<file path="src/rtl/amo_pkg.sv">
// Shared AMO types: operation encoding (funct5-style) and responder FSM states.
// LR_W/SC_W exist only when AMO_LRSC_EN is defined.
package amo_pkg;

    typedef enum logic [4:0] {
        AMOADD_W  = 5'b00000,
        AMOSWAP_W = 5'b00001,
`ifdef AMO_LRSC_EN
        LR_W      = 5'b00010,
        SC_W      = 5'b00011,
`endif
        AMOXOR_W  = 5'b00100,
        AMOOR_W   = 5'b01000,
        AMOAND_W  = 5'b01100,
        AMOMIN_W  = 5'b10000,
        AMOMAX_W  = 5'b10100,
        AMOMINU_W = 5'b11000,
        AMOMAXU_W = 5'b11100
    } amoop_t;

    typedef enum logic [2:0] {
        ST_IDLE,
        ST_RD,
        ST_CALC,
        ST_WR,
        ST_RSP
    } amo_rsp_state_t;

endpackage

</file>
<file path="src/rtl/amo_alu.sv">
// Combinational AMO operator: (op, old, operand) -> result; known=0 for opcodes it does not implement.
// Zero latency, no flow control.
module amo_alu
    import amo_pkg::*;
#(
    parameter int DATA_WIDTH = 32
) (
    input  amoop_t                op,
    input  logic [DATA_WIDTH-1:0] old,
    input  logic [DATA_WIDTH-1:0] operand,
    output logic [DATA_WIDTH-1:0] result,
    output logic                  known
);

    always_comb begin
        result = old;
        known  = 1'b1;
        case (op)
            AMOADD_W:  result = old + operand;
            AMOSWAP_W: result = operand;
            AMOXOR_W:  result = old ^ operand;
            AMOAND_W:  result = old & operand;
            AMOOR_W:   result = old | operand;
            AMOMIN_W:  result = ($signed(old) < $signed(operand)) ? old : operand;
            AMOMAX_W:  result = ($signed(old) > $signed(operand)) ? old : operand;
            AMOMINU_W: result = (old < operand) ? old : operand;
            AMOMAXU_W: result = (old > operand) ? old : operand;
            default:   known  = 1'b0;
        endcase
    end

endmodule

</file>
<file path="src/rtl/amo_responder.sv">
// Serialised AMO read-modify-write against a sync RAM: rsp_valid 4 cycles after accept (3 if no write),
// req_ready only in IDLE, response held until rsp_ready. AMO_LRSC_EN adds LR_W/SC_W with one reservation.
module amo_responder
    import amo_pkg::*;
#(
    parameter int DATA_WIDTH = 32,
    parameter int ADDR_WIDTH = 32
) (
    input  logic                    clk,
    input  logic                    arst,
    input  logic                    req_valid,
    output logic                    req_ready,
    input  amoop_t                  req_amoop,
    input  logic [ADDR_WIDTH-1:0]   req_addr,
    input  logic [DATA_WIDTH-1:0]   req_data,
    output logic                    rsp_valid,
    input  logic                    rsp_ready,
    output logic [DATA_WIDTH-1:0]   rsp_data,
    output logic                    mem_rd_req,
    output logic                    mem_wr_req,
    output logic [ADDR_WIDTH-1:0]   mem_addr,
    output logic [DATA_WIDTH-1:0]   mem_wdata,
    output logic [DATA_WIDTH/8-1:0] mem_mask,
    input  logic [DATA_WIDTH-1:0]   mem_rdata
);

    localparam logic [ADDR_WIDTH-1:0] WORD_MASK = {{(ADDR_WIDTH-2){1'b1}}, 2'b00};

    amo_rsp_state_t        state_q, state_d;
    amoop_t                op_q;
    logic [ADDR_WIDTH-1:0] addr_q;
    logic [DATA_WIDTH-1:0] opnd_q, old_q, new_q;
    logic [DATA_WIDTH-1:0] alu_result, calc_old, calc_new;
    logic                  alu_known, do_write;

    amo_alu #(.DATA_WIDTH(DATA_WIDTH)) u_alu (
        .op      (op_q),
        .old     (mem_rdata),
        .operand (opnd_q),
        .result  (alu_result),
        .known   (alu_known)
    );

`ifdef AMO_LRSC_EN
    logic                  resv_vld_q;
    logic [ADDR_WIDTH-1:0] resv_addr_q;
    logic                  sc_ok;

    assign sc_ok = resv_vld_q && (resv_addr_q == addr_q);

    always_ff @(posedge clk or posedge arst) begin
        if (arst) begin
            resv_vld_q  <= 1'b0;
            resv_addr_q <= '0;
        end else if (state_q == ST_CALC) begin
            if (op_q == LR_W) begin
                resv_vld_q  <= 1'b1;
                resv_addr_q <= addr_q;
            end else if (op_q == SC_W || (do_write && resv_addr_q == addr_q)) begin
                resv_vld_q  <= 1'b0;
            end
        end
    end

    // SC reports success as 0 in the rd slot; LR is a plain read with no write-back.
    always_comb begin
        calc_old = mem_rdata;
        calc_new = alu_result;
        do_write = alu_known;
        if (op_q == LR_W) begin
            do_write = 1'b0;
        end else if (op_q == SC_W) begin
            do_write = sc_ok;
            calc_old = sc_ok ? '0 : DATA_WIDTH'(1);
            calc_new = opnd_q;
        end
    end
`else
    always_comb begin
        calc_old = mem_rdata;
        calc_new = alu_result;
        do_write = alu_known;
    end
`endif

    always_ff @(posedge clk or posedge arst) begin
        if (arst) begin
            state_q <= ST_IDLE;
            op_q    <= amoop_t'('0);
            addr_q  <= '0;
            opnd_q  <= '0;
            old_q   <= '0;
            new_q   <= '0;
        end else begin
            state_q <= state_d;
            if (state_q == ST_IDLE && req_valid) begin
                op_q   <= req_amoop;
                addr_q <= req_addr & WORD_MASK;
                opnd_q <= req_data;
            end
            if (state_q == ST_CALC) begin
                old_q <= calc_old;
                new_q <= calc_new;
            end
        end
    end

    always_comb begin
        state_d    = state_q;
        req_ready  = 1'b0;
        rsp_valid  = 1'b0;
        rsp_data   = '0;
        mem_rd_req = 1'b0;
        mem_wr_req = 1'b0;
        mem_addr   = '0;
        mem_wdata  = '0;
        case (state_q)
            ST_IDLE: begin
                // Gated so the port reads 0 for the whole reset pulse, not just after the edge.
                req_ready = !arst;
                if (req_valid) state_d = ST_RD;
            end
            ST_RD: begin
                mem_rd_req = 1'b1;
                mem_addr   = addr_q;
                state_d    = ST_CALC;
            end
            ST_CALC: begin
                state_d = do_write ? ST_WR : ST_RSP;
            end
            ST_WR: begin
                mem_wr_req = 1'b1;
                mem_addr   = addr_q;
                mem_wdata  = new_q;
                state_d    = ST_RSP;
            end
            ST_RSP: begin
                rsp_valid = 1'b1;
                rsp_data  = old_q;
                if (rsp_ready) state_d = ST_IDLE;
            end
            default: state_d = ST_IDLE;
        endcase
    end

    assign mem_mask = '1;

endmodule

</file>
<file path="config.mk">
export PLATFORM = sky130hd
export DESIGN_NAME = amo_responder
export DESIGN_NICKNAME = d
export VERILOG_FILES = /design/src/rtl/amo_pkg.sv /design/src/rtl/amo_alu.sv /design/src/rtl/amo_responder.sv
export SDC_FILE = /design/constraint.sdc
export NUM_CORES = 1
export LEC_CHECK = 0
export ABC_AREA = 1
export ABC_CLOCK_PERIOD_IN_PS = 6500
export CAP_MARGIN = 5
export CORE_ASPECT_RATIO = 1.1
export CORE_MARGIN = 5
export CORE_UTILIZATION = 30
export CTS_BUF_LIST = sky130_fd_sc_hd__clkbuf_16
export CTS_CLUSTER_DIAMETER = 150
export DETAILED_ROUTE_END_ITERATION = 16
export SLEW_MARGIN = 30
export SYNTH_ARGS = -nofsm -noshare
export SYNTH_HDL_FRONTEND = slang
export SYNTH_HIERARCHICAL = 1
export SYNTH_SLANG_ARGS = --single-unit
</file>
<file path="constraint.sdc">
create_clock -name clk -period 6.5 [get_ports clk]
set_clock_uncertainty 0.2 [all_clocks]
set_input_delay 1.625 -clock clk [delete_from_list [all_inputs] [get_ports clk]]
set_output_delay 1.625 -clock clk [all_outputs]
set_load 0.05 [all_outputs]
</file>
# Yosys cells after proc, flatten, opt, wreduce, memory -nomap -nowiden
# Cells that the tools add are included.
# op_classes
add_sub_neg,1
n_lt_le_gt_ge,4
n_eq_ne,14
n_mux,17
bitwise_logic,3
n_reduce_logical,7
# op_table
operator,n
32-bit case mux with 9 select lines,1
32-bit 2-to-1 mux,7
32-bit greater-than comparator,2
32-bit < comparator,2
32-bit adder,1
32-bit AND,1
32-bit OR,1
32-bit bitwise XOR,1
5-bit == test (second input constant),4
3-bit case mux with 5 select lines,1
5-bit by 4-bit == test with 1-bit output (second input constant),2
3-bit 2-to-1 mux,3
9-bit OR reduction,1
3-bit by 2-bit == test with 1-bit output (second input constant),2
5-bit by 1-bit == test with 1-bit output (second input constant),1
5-bit by 3-bit == test with 1-bit output (second input constant),1
5-bit logical NOT,1
1-bit 2-to-1 mux,5
2-bit inequality test (second input constant),2
3-bit by 1-bit == test with 1-bit output (second input constant),1
3-bit == test (second input constant),1
3-bit logical NOT,1
2-bit AND reduction,1
2-bit OR reduction,1
other kinds (2),2
# word_totals
regBits,134
out_inout_bits,104

# Logic depth before layout (Yosys ltp)
# Gate-level depths: netlist of the first run.
# logic_depth
word_depth,5
ltp_mapped,23
mapped_depth_nobuf,22

# By module
# Netlist of the first run, hierarchy kept.
# by_module_without_submodules
module,n_inst,cells_each,area_per_inst_um2,seq_area_each_um2
amo_alu,1,1303,6648.9,0.0
amo_responder,1,781,6203.4,3353.2

# Worst setup path before layout of the first run
# OpenSTA, ideal clock, no wires.
# synth_path
path_kind,input to output
start,input port arst
end,output port req_ready
arrival_time_ns,2.279
slack_ns,2.396
path_stages,1
path_buffers,0
path_cell_list,nor2_1
# synth_via
elab_chain_len,2
# synth_rtl
item,line_no,rtl
"start, declared",amo_responder.sv:10,"input logic arst,"
1-bit logical NOT,amo_responder.sv:120,req_ready = !arst;
1-bit 2-to-1 mux,amo_responder.sv:117,case (state_q)
"end, declared",amo_responder.sv:12,"output logic req_ready,"
# Every way passes these cells.

# Worst setup path in the final report of the first run
# layout_path
start,input port mem_rdata[11]
end,register new_q[18]
# layout_via
elab_chain_len,3
# layout_rtl
item,line_no,rtl
"start, declared",amo_responder.sv:24,input logic [DATA_WIDTH-1:0] mem_rdata
32-bit greater-than comparator (tied with other cells),amo_alu.sv:27,AMOMAXU_W: result = (old > operand) ? old : operand;
32-bit 2-to-1 mux (on tied branches),--,
32-bit case mux with 9 select lines (*),amo_alu.sv:18,case (op)
via alu_result[18],amo_responder.sv:33,"logic [DATA_WIDTH-1:0] alu_result, calc_old, calc_new;"
"end signal, assigned",amo_responder.sv:103,new_q <= calc_new;
"end, declared",amo_responder.sv:32,"logic [DATA_WIDTH-1:0] opnd_q, old_q, new_q;"
# Mark *: on every way through the listed nets, which the timed path passes. The rest lies on a longest branch.
# A chain may end at the register's enable or synchronous reset.

==> impl_metrics.prom, run 1 <==
# TYPE chip_impl_metric gauge
chip_impl_metric{name="die_x_extent",unit="µm"} 207
chip_impl_metric{name="synth.top_cell.area_share",unit="%"} 26.1
chip_impl_metric{name="max_clock_freq",unit="GHz"} 0.181
chip_impl_metric{name="yosysSeqAreaShare",unit="%"} 26.1
chip_impl_info{name="synth.area.top_cells",value="sky130_fd_sc_hd__dfrtp_1 (26%), sky130_fd_sc_hd__nand2_1 (18%), sky130_fd_sc_hd__nand3_1 (11%)"} 1
chip_impl_metric{name="min_period",unit="ns"} 5.54
chip_impl_metric{name="power.clock.fraction",unit="%"} 12.3
chip_impl_metric{name="gr-total-overflow",unit=""} 0
chip_impl_metric{name="m2_gr_usage",unit="%"} 39.4
chip_impl_metric{name="synth_area_per_cell",unit="µm²"} 6.17
chip_impl_metric{name="min_path_cells",unit=""} 2
chip_impl_info{name="critPathCaptureType",value="flip-flop"} 1
chip_impl_metric{name="post_cts_resized",unit=""} 0
chip_impl_info{name="hold_path.startpoint",value="addr_q[11]"} 1
chip_impl_info{name="post-synth-top-count-cell",value="sky130_fd_sc_hd__nand2_1"} 1
chip_impl_metric{name="iteration_0_drc_count_of_the_detailed_router",unit=""} 1328
chip_impl_metric{name="synth.ff_latch_count",unit=""} 134
chip_impl_metric{name="routedWlPerCell",unit="µm"} 19.8
chip_impl_info{name="yosys_most_used_dff",value="sky130_fd_sc_hd__dfrtp_1"} 1
chip_impl_metric{name="placement.io_buffers",unit=""} 200
chip_impl_info{name="startpoint_type",value="input pin"} 1
chip_impl_metric{name="synth_warn",unit=""} 6
chip_impl_metric{name="floorplan.die_area",unit="µm²"} 47100
chip_impl_metric{name="clock_insertion_delay_worst_skew",unit="ns"} 0.44
chip_impl_metric{name="grt.met3_usage",unit="%"} 4.07
chip_impl_metric{name="post_synth_instance_area",unit="µm²"} 12900
chip_impl_metric{name="power.combinational.fraction",unit="%"} 67.9
chip_impl_metric{name="antenna_cells_inserted",unit=""} 0
chip_impl_metric{name="async_flop_share",unit="%"} 100
chip_impl_metric{name="postCtsSetupBuffers",unit=""} 0
chip_impl_metric{name="final-hold-violation-count",unit=""} 0
chip_impl_metric{name="sequentialPowerShare",unit="%"} 19.7
chip_impl_metric{name="std_cell_rows",unit=""} 79
chip_impl_metric{name="antenna_found_initial",unit=""} 1
chip_impl_metric{name="wl",unit="µm"} 56100
chip_impl_metric{name="max_cap_viols",unit=""} 0
chip_impl_metric{name="slew_viol_final",unit=""} 0
chip_impl_info{name="synth.cells.most_frequent",value="sky130_fd_sc_hd__nand2_1 (623), sky130_fd_sc_hd__nand3_1 (270), sky130_fd_sc_hd__nor2_1 (227), sky130_fd_sc_hd__inv_1 (224), sky130_fd_sc_hd__dfrtp_1 (134)"} 1
chip_impl_info{name="rsz0062_at_grt",value="no"} 1
chip_impl_info{name="r2r-end",value="new_q[13]"} 1
chip_impl_metric{name="detailroute.via_count",unit=""} 15000
chip_impl_metric{name="sequential_cell_area",unit="µm²"} 3350
chip_impl_metric{name="drt_drc_violations_left",unit=""} 0
chip_impl_info{name="cts.root.buffer_cell",value="sky130_fd_sc_hd__clkbuf_16"} 1
chip_impl_metric{name="pin_count_of_the_biggest_net_entering_global_routing",unit=""} 95
chip_impl_metric{name="timing.final.crit_share",unit="%"} 85.2
chip_impl_metric{name="p_leak",unit="nW"} 8.02
chip_impl_metric{name="reg2reg_slack",unit="ns"} 2.34
chip_impl_metric{name="netlist_instances",unit=""} 2084
chip_impl_metric{name="num_io_pins",unit=""} 209
chip_impl_metric{name="fin_ws",unit="ns"} 0.963
chip_impl_metric{name="multi_input_comb_area",unit="µm²"} 8150
chip_impl_metric{name="power.switching_fraction",unit="%"} 57.4
chip_impl_metric{name="gp_congestion",unit=""} 0.974
chip_impl_metric{name="layout-drive-gt1-share",unit="%"} 5.17
chip_impl_info{name="netlist.top_cell.by_area",value="sky130_fd_sc_hd__dfrtp_1"} 1
chip_impl_metric{name="grt_first_pass_wirelength",unit="µm"} 85400
chip_impl_metric{name="floorplan.initialDensity",unit="%"} 30.4
chip_impl_metric{name="hold_buffers",unit=""} 0
chip_impl_metric{name="first_pass_iters",unit=""} 5
chip_impl_info{name="outcome",value="finished clean"} 1
chip_impl_metric{name="fin_setup_tns",unit="ns"} 0
chip_impl_metric{name="fin_util",unit="%"} 38.2
chip_impl_metric{name="crit_path_max_fanout",unit=""} 24
chip_impl_metric{name="timing_worst_slew_pin_value",unit="ns"} 0.944
chip_impl_metric{name="worst_slew_margin_rel",unit="%"} 36.9
chip_impl_info{name="layer_with_the_highest_usage",value="met2"} 1
chip_impl_metric{name="dpl.hpwl",unit="µm"} 40600
chip_impl_metric{name="setup_viol",unit=""} 0
chip_impl_metric{name="met1_usage",unit="%"} 28.8
chip_impl_info{name="kind_of_path_behind_the_tightest_hold_check",value="reg2reg"} 1
chip_impl_metric{name="core",unit="µm²"} 42300
chip_impl_metric{name="path_clk_slew",unit="ns"} 0.07
chip_impl_metric{name="p_per_area",unit="nW/µm²"} 505
chip_impl_metric{name="synth-edff-count",unit=""} 0
chip_impl_metric{name="tritoncts_num_sinks",unit=""} 134
chip_impl_metric{name="clk_path_buf_depth",unit=""} 2
chip_impl_metric{name="drt-vias-per-instance",unit=""} 5.29
chip_impl_metric{name="globalRouteTotalUtil",unit="%"} 23.0
chip_impl_info{name="worst-setup-path-type",value="in2reg"} 1
chip_impl_metric{name="flow.area_growth_from_synthesis",unit="%"} 25.6
chip_impl_metric{name="worst_ep_required_time",unit="ns"} 6.67
chip_impl_metric{name="first_global_vias",unit=""} 14700
chip_impl_metric{name="final_nets",unit=""} 2450
chip_impl_info{name="rr_startpoint",value="opnd_q[21]"} 1
chip_impl_metric{name="cts-buffers-inserted",unit=""} 17
chip_impl_metric{name="max-vdd-ir-drop",unit="mV"} 0.261
chip_impl_metric{name="power.internal",unit="mW"} 3.48
chip_impl_metric{name="die_height",unit="µm"} 227
chip_impl_metric{name="filler_cell_count",unit=""} 4654
chip_impl_metric{name="postRouteAntennaNets",unit=""} 0
chip_impl_metric{name="reg2reg_depth",unit=""} 18
chip_impl_metric{name="netlist-cell-type-count",unit=""} 44
chip_impl_metric{name="htree_levels",unit=""} 4
chip_impl_info{name="hold_path_end",value="addr_q[11]"} 1
chip_impl_info{name="cts_tree",value="yes"} 1
chip_impl_metric{name="power.switching",unit="mW"} 4.68
chip_impl_metric{name="arrival",unit="ns"} 5.71
chip_impl_metric{name="dpl_worst_slack",unit="ns"} 0.627
cells in the final DEF, fill, tap and decap left out, types with 6 or more instances in the layout:
master / instances
sky130_fd_sc_hd__clkbuf_16: 17
sky130_fd_sc_hd__inv_6: 6
sky130_fd_sc_hd__dfrtp_1: 134
sky130_fd_sc_hd__o22ai_1: 9
sky130_fd_sc_hd__inv_1: 223
sky130_fd_sc_hd__buf_4: 60
sky130_fd_sc_hd__nand3_1: 268
sky130_fd_sc_hd__o21ai_0: 84
sky130_fd_sc_hd__a221oi_1: 6
sky130_fd_sc_hd__nor4_1: 7
sky130_fd_sc_hd__clkdlybuf4s50_1: 199
sky130_fd_sc_hd__a211oi_1: 12
sky130_fd_sc_hd__conb_1: 6
sky130_fd_sc_hd__nor2_1: 225
sky130_fd_sc_hd__ha_1: 96
sky130_fd_sc_hd__nand4_1: 88
sky130_fd_sc_hd__o211ai_1: 18
sky130_fd_sc_hd__nor3_1: 9
sky130_fd_sc_hd__nand2_1: 621
sky130_fd_sc_hd__a21oi_1: 78
sky130_fd_sc_hd__a21boi_0: 28
sky130_fd_sc_hd__o221ai_1: 7
layout make-up:
| type | count | share of cell area (%) |
|---|---|---|
| multi-input combinational | 1603 | 50.5 |
| sequential | 134 | 20.8 |
| timing repair buffer | 261 | 15.3 |
| inverter | 231 | 5.43 |
| tap | 567 | 4.39 |
| clock buffer | 17 | 2.63 |
| clock inverter | 15 | 1.03 |
kinds of logic after synthesis:
kind of cell	count (synthesis)	share of synthesized area, %
and+or+nand+nor	1241	41.2
buffers and inverters	351	11.0
AOI/OAI and AO/OA	257	12.0
DFF	134	26.1
adders and majority gates	97	9.50
xor gates and xnor gates	2	0.136
other	2	0.0584
how the worst max path moves through the flow:
stage | depth (start not counted) | to | start
floorplan | 1 | addr_q[10] | arst
CTS | 21 | new_q[18] | mem_rdata[11]
global placement | 21 | new_q[18] | mem_rdata[11]
global route | 23 | new_q[15] | mem_rdata[9]
detailed placement | 21 | new_q[18] | mem_rdata[11]
finish | 21 | new_q[18] | mem_rdata[11]
flip-flops by register name (all words and copies together), names as in the netlist:
register and count:
new_q 32, op_q 5, state_q 3, opnd_q 32, old_q 32, addr_q 30
through the flow:
| step | hold slack (ns) | instance area (µm²) | instances | power (mW) |
|---|---|---|---|---|
| detailed placement | 0.253 | 15600 | 2796 | 7.10 |
| global placement | 0.248 | 15600 | 2796 | 7.03 |
| CTS | 0.270 | 16100 | 2828 | 8.14 |
| global route | 0.289 | 16100 | 2828 | 8.81 |
| finish | 0.267 | 16100 | 2828 | 8.16 |
| floorplan | 0.236 | 12900 | 2088 | 5.19 |
routing by layer:
layer  up-vias  share of wire [%]  routed length [µm]
li1       7128                  -                   -
met1      7101                 42               23400
met2       622                 47               26600
met3       115                6.7                3780
met4         2                4.2                2360
met5         -              0.012                   7
power by group through the flow:
stage	Sequential, mW	Combinational (mW)	Clock [mW]
final	1.61	5.54	1.01
after global routing	1.67	6.09	1.06
after CTS	1.61	5.50	1.03
after detailed placement	1.62	5.48	0
after global placement	1.61	5.43	0
after floorplan	1.47	3.72	0
critical path, cell delays in order:
cell	delay (ns)
sky130_fd_sc_hd__clkdlybuf4s50_1	0.75
sky130_fd_sc_hd__inv_1	0.19
sky130_fd_sc_hd__ha_1	0.43
sky130_fd_sc_hd__nor2_1	0.18
sky130_fd_sc_hd__nand3_1	0.11
sky130_fd_sc_hd__nor2_1	0.26
sky130_fd_sc_hd__nand2_1	0.11
sky130_fd_sc_hd__nand2_1	0.08
sky130_fd_sc_hd__nand2_2	0.10
sky130_fd_sc_hd__buf_4	0.22
sky130_fd_sc_hd__nand3_1	0.09
sky130_fd_sc_hd__nand2_1	0.19
sky130_fd_sc_hd__nand2_1	0.19
sky130_fd_sc_hd__buf_12	0.21
sky130_fd_sc_hd__inv_1	0.13
sky130_fd_sc_hd__nand2_1	0.09
sky130_fd_sc_hd__nand3_1	0.06
sky130_fd_sc_hd__a21oi_1	0.32
sky130_fd_sc_hd__buf_4	0.20
sky130_fd_sc_hd__nand3_1	0.07
sky130_fd_sc_hd__nand2_1	0.10
No activity file was read; power rests on OpenSTA's default activity.
==> run 2: changes to the inputs <==
SETUP_SLACK_MARGIN = 0.15   (was default)
==> results of run 2 <==
Same layout as run 1: the final DEF is identical, and so are final timing and power.
